**config.mk**
```make
export PLATFORM = sky130hd
export DESIGN_NAME = enemy_collision_resolver
export DESIGN_NICKNAME = d
export VERILOG_FILES = /design/src/rtl/enemy_collision_resolver.sv
export SDC_FILE = /design/constraint.sdc
export NUM_CORES = 1
export LEC_CHECK = 0
export CORE_UTILIZATION = 50
export CTS_CLUSTER_DIAMETER = 150
export DETAILED_ROUTE_END_ITERATION = 10
export HOLD_SLACK_MARGIN = 0.02
export PLACE_DENSITY_LB_ADDON = 0.25
export RECOVER_POWER = 100
export SYNTH_ARGS = -nofsm -noshare
export SYNTH_HDL_FRONTEND = slang
export SYNTH_SLANG_ARGS = --single-unit
```
**constraint.sdc**
```tcl
create_clock -name Clk -period 5.08 [get_ports Clk]
set_clock_uncertainty 0.1 [all_clocks]
set_input_delay 0.762 -clock Clk [delete_from_list [all_inputs] [get_ports Clk]]
set_output_delay 0.762 -clock Clk [all_outputs]
set_load 0.05 [all_outputs]
```
**src/rtl/enemy_collision_resolver.sv**
```systemverilog
// Once-per-frame Mario vs. goomba contact resolver: scans each slot sequentially,
// classifies stomp vs. side contact, and issues kill/bounce/hit pulses.
module enemy_collision_resolver #(
  parameter int unsigned             N_SLOTS       = 4,
  parameter logic [2*N_SLOTS-1:0]    SLOT_ROOMS    = 8'b11100101,
  parameter int unsigned             GOOMBA_SIZE   = 16,
  parameter int unsigned             MARIO_SIZE_X  = 16,
  parameter int unsigned             STOMP_MARGIN  = 4,
  parameter int unsigned             INVULN_FRAMES = 60
) (
  input  logic                  Clk,
  input  logic                  Reset,
  input  logic                  frame_clk,
  input  logic [1:0]            roomNum,
  input  logic [9:0]            mario_x,
  input  logic [9:0]            mario_y,
  input  logic [9:0]            mario_size_y,
  input  logic                  mario_falling,
  input  logic [1:0]            is_alive_mario,
  input  logic [10*N_SLOTS-1:0] goomba_x,
  input  logic [10*N_SLOTS-1:0] goomba_y,
  input  logic [N_SLOTS-1:0]    goomba_alive,
  output logic [N_SLOTS-1:0]    goomba_kill,
  output logic                  mario_bounce,
  output logic                  mario_hit,
  output logic                  invulnerable,
  output logic                  busy
);

  localparam int unsigned IDX_W = (N_SLOTS > 1) ? $clog2(N_SLOTS) : 1;
  localparam int unsigned CNT_W = $clog2(INVULN_FRAMES + 1);
  localparam logic [10:0] G_SIZE  = 11'(GOOMBA_SIZE);
  localparam logic [10:0] M_SIZE  = 11'(MARIO_SIZE_X);
  localparam logic [10:0] S_MARG  = 11'(STOMP_MARGIN);

  typedef enum logic [1:0] {IDLE, SNAP, SCAN, RESOLVE} state_t;

  state_t             state;
  logic               fc_q, fc_q2, pending;
  logic [IDX_W-1:0]   idx;
  logic [CNT_W-1:0]   inv_cnt;
  logic [N_SLOTS-1:0] stomp_mask;
  logic               side_flag;

  // Latched Mario state, held zero-extended to 11 bits so sums never wrap.
  logic [10:0] mx, my, msy;
  logic        falling_l, alive_l;
  logic [1:0]  room_l;

  logic        tick;
  logic [10:0] gx, gy;
  logic        eligible, overlap, stomp;

  assign tick         = fc_q & ~fc_q2;
  assign busy         = (state != IDLE);
  assign invulnerable = (inv_cnt != '0);

  // Slot coordinates are read live during the scan.
  always_comb begin
    gx       = {1'b0, goomba_x[int'(idx)*10 +: 10]};
    gy       = {1'b0, goomba_y[int'(idx)*10 +: 10]};
    eligible = goomba_alive[idx] && (SLOT_ROOMS[int'(idx)*2 +: 2] == room_l) && alive_l;
    overlap  = (mx < gx + G_SIZE) && (gx < mx + M_SIZE) &&
               (my < gy + G_SIZE) && (gy < my + msy);
    stomp    = falling_l && ((my + msy) <= (gy + S_MARG));
  end

  always_ff @(posedge Clk or posedge Reset) begin
    if (Reset) begin
      state        <= IDLE;
      fc_q         <= 1'b0;
      fc_q2        <= 1'b0;
      pending      <= 1'b0;
      idx          <= '0;
      inv_cnt      <= '0;
      stomp_mask   <= '0;
      side_flag    <= 1'b0;
      mx           <= '0;
      my           <= '0;
      msy          <= '0;
      falling_l    <= 1'b0;
      alive_l      <= 1'b0;
      room_l       <= '0;
      goomba_kill  <= '0;
      mario_bounce <= 1'b0;
      mario_hit    <= 1'b0;
    end else begin
      fc_q         <= frame_clk;
      fc_q2        <= fc_q;
      goomba_kill  <= '0;
      mario_bounce <= 1'b0;
      mario_hit    <= 1'b0;

      if (tick && inv_cnt != '0) inv_cnt <= inv_cnt - CNT_W'(1);
      if (tick && state != IDLE) pending <= 1'b1;

      case (state)
        IDLE: begin
          if (tick || pending) begin
            pending <= 1'b0;
            state   <= SNAP;
          end
        end
        SNAP: begin
          mx         <= {1'b0, mario_x};
          my         <= {1'b0, mario_y};
          msy        <= {1'b0, mario_size_y};
          falling_l  <= mario_falling;
          alive_l    <= (is_alive_mario != 2'b00);
          room_l     <= roomNum;
          stomp_mask <= '0;
          side_flag  <= 1'b0;
          idx        <= '0;
          state      <= SCAN;
        end
        SCAN: begin
          if (eligible && overlap) begin
            if (stomp) stomp_mask[idx] <= 1'b1;
            else       side_flag       <= 1'b1;
          end
          if (idx == IDX_W'(N_SLOTS - 1)) state <= RESOLVE;
          else                            idx   <= idx + IDX_W'(1);
        end
        RESOLVE: begin
          // A stomp anywhere in the frame wins over any side contact.
          if (stomp_mask != '0) begin
            goomba_kill  <= stomp_mask;
            mario_bounce <= 1'b1;
          end else if (side_flag && inv_cnt == '0) begin
            mario_hit <= 1'b1;
            inv_cnt   <= CNT_W'(INVULN_FRAMES);
          end
          state <= IDLE;
        end
        default: state <= IDLE;
      endcase
    end
  end

endmodule

```
==> reports/results.txt <==
Final wirelength: 11,930 microns
Count of hold buffers inserted by post-cts repair: 0
Most common cell in the netlist: ha_1
Final core occ: 69.58%
Failing checks: max-capacitance violations, max-slew violations
Dominant cell type by area after synthesis: dfrtp_1
Final Critical Period: 4.527 ns
Setup-failing EPs final: 0
H-Tree Depth: 3
Share of post-route cells with drive strength above 1: 12.46%
Die area: 0.01002 sq mm
Final Cell Area: 0.006460 sq mm
Detail Route met2 WL: 6250 microns
GRT Total Usage: 25.97%
WP data arrival: 4.71 ns
Total power: 4.470 mW
Top_reg_cell synth: dfrtp_1
Critical path launch point type: register
Max-Cap Viols: 2
Number of distinct library cells after synthesis: 62
Postcts setup bufs: 0
Vias in the first global route: 4,356
Synth Register Bits: 58
CP max stage cell: dfrtp_1
Fin nets: 771
Die width: 100.1 microns
Crit path buf inv count: 1
Number of I/O pins: 130
Power Dens Cells: 692.0 mW/mm^2
Syn avg cell area: 10.74 sq um
Number of synthesized flops with an enable pin: 0
ANT nets after route: 0
Drt initial violations: 135
Mapped cell area: 0.004811 sq mm
DRT met1 WL: 4946 microns
Initial core utilization: 51.82%
Worst-path cell chain: clkbuf_1, mux4_1, ha_1, xnor2_1, ha_1, and4_1, nand4_1, o21ai_0, a21oi_1, maj3_2, a221o_1, o221ai_2, a32o_2
Clk Latency, worst-skew pair: 0.36 ns
Synth area leaders: dfrtp_1 (30%), ha_1 (17%), mux2_2 (7.7%)
Crit path capture type: register
Fraction of registers with async set/reset: 100.0%
Tightest Pin Transition: 3.149 ns
Antenna Cells: 0
Core box area: 0.009284 sq mm
RSZ-0062 raised after global routing: no
Slew headroom: -110.0%
HPWL Detailed: 9439 microns
Synthesized net count: 638
Post-CTS sizing: 0
VDD IR max: 308.4 uV
Synth top area share: 30.17%
Required @ worst endpoint: 5.27 ns
Clk sinks: 58
Global-route wire length before repair: 20,180 microns
Clk buf depth: 2
Critical path peak fanout: 13
Vias: 3,974
LEAKAGE: 2.840 nW
Slew Viols, Final: 99
Initial antenna violation count: 0
CP peak stage delay: 0.80 ns
Gate Count Post-Synth: 448
DRC viols: 0
PnR worst setup slack: 0.5531 ns
Layout area overhead: 34.28%
Placer Congestion: 0.8870
CTS tree: built
Vias per std cell: 5.558
Pin count of the biggest net entering global routing: 59
Clk slew on worst S/H paths: 0.08 ns
Met3 wire len: 518 microns
Status: finished with violations
DR top layer: met4
Die H: 100.1 microns
Port bufs: 129
Root buffer cell: clkbuf_8
TritonRoute pass-1 iters: 4
WS Path Type: register to register
Fillers: 731
DP Area: 0.006222 sq mm
Sequential share of the synthesized area: 30.17%
Top achievable clock speed: 0.2209 GHz
Routed len/inst: 16.69 microns
Most frequent cells after synthesis: ha_1 (67), dfrtp_1 (58), inv_1 (36), mux2_2 (33), nor2_1 (23)
Sum Neg Setup Slack: 0 ns
Global route total overflow: 0
Top delay family on crit path: adder cells
Place WS: 0.8210 ns
Warnings from Yosys: 0
CTS Buf Count: 9
Row count: 35
Layout Cells excl Fill: 715
WHS: 0.2788 ns
Worst Hold Class: register to register
Top cell by count, worst path: ha_1
Final Hold Viols: 0
Final Cycle Share: 89.11%
Inst Count DP: 699
==> final timing paths <==
kind	cells past startpoint	start	slack, ns	end
min in group asynchronous	3	Reset	1.95	mario_hit
hold / removal	0	fc_q	0.28	fc_q2
setup reg to reg	13	idx[0]	0.55	stomp_mask[0]
setup / recovery	13	idx[0]	0.55	stomp_mask[0]
max in group asynchronous	3	Reset	1.16	my[1]
hold reg to reg	0	fc_q	0.28	fc_q2
==> kinds of logic (layout without fill, tap and decap cells) <==
logic type	after synthesis	count (layout)	synth area share (%)
adders and majority gates	71	71	18.49
DFF	58	58	30.17
AOI/OAI and AO/OA	80	80	12.12
muxes	58	58	18.60
xor gates and xnor gates	31	31	5.644
buffers and inverters	49	187	4.525
and+or+nand+nor	101	101	10.46
==> sequential cells by signal, summed over array words and instances (netlist names), 2 cells and up <==
signal / count
mx: 10
idx: 2
msy: 10
goomba_kill: 4
my: 10
inv_cnt: 6
room_l: 2
stomp_mask: 4
state: 2
==> final cells by class <==
cell class	count	area [sq um]	area share [%]
Clock buffer	9	123.9	1.917
Multi-Input combinational cell	341	3142	48.63
Clock inverter	7	125.1	1.937
Inverter	37	138.9	2.150
Timing Repair Buffer	134	1318	20.40
Sequential cell	58	1451	22.47
Tap cell	129	161.4	2.499
==> report_power, final <==
part / internal [mW] / total [mW] / switching (mW)
clock network: 0.330 / 0.551 / 0.221
logic: 1.45 / 3.06 / 1.61
registers: 0.647 / 0.861 / 0.213
total: 2.43 / 4.47 / 2.04
==> cell usage in the layout, fill, tap and decap left out, drive strengths merged, types with 2 or more instances in the layout <==
master,count
clkdlybuf4s50,119
ha,67
dfrtp,58
inv,37
mux2,34
nor2,23
a21oi,21
nand2,21
mux4,19
nand3,18
xnor2,18
o21ai,17
xor2,13
clkbuf,12
dlygate4sd3,10
and3,8
nor2b,7
nor3,7
mux2i,5
a21o,5
a31oi,4
a2111oi,4
a32o,4
and2,4
clkinv,4
nand2b,3
o211ai,3
nor4,3
bufinv,3
maj3,3
a21boi,2
a211oi,2
o21bai,2
nand4,2
o2111ai,2
or2,2
buf,2
o221ai,2
==> per-layer routing <==
layer	vias up	GRT usage (%)
li1	1920	-
met2	98	49.28
met1	1933	28.66
met5	-	0
met4	0	8.138
met3	23	5.850
Power figures use the tool's default switching activity.
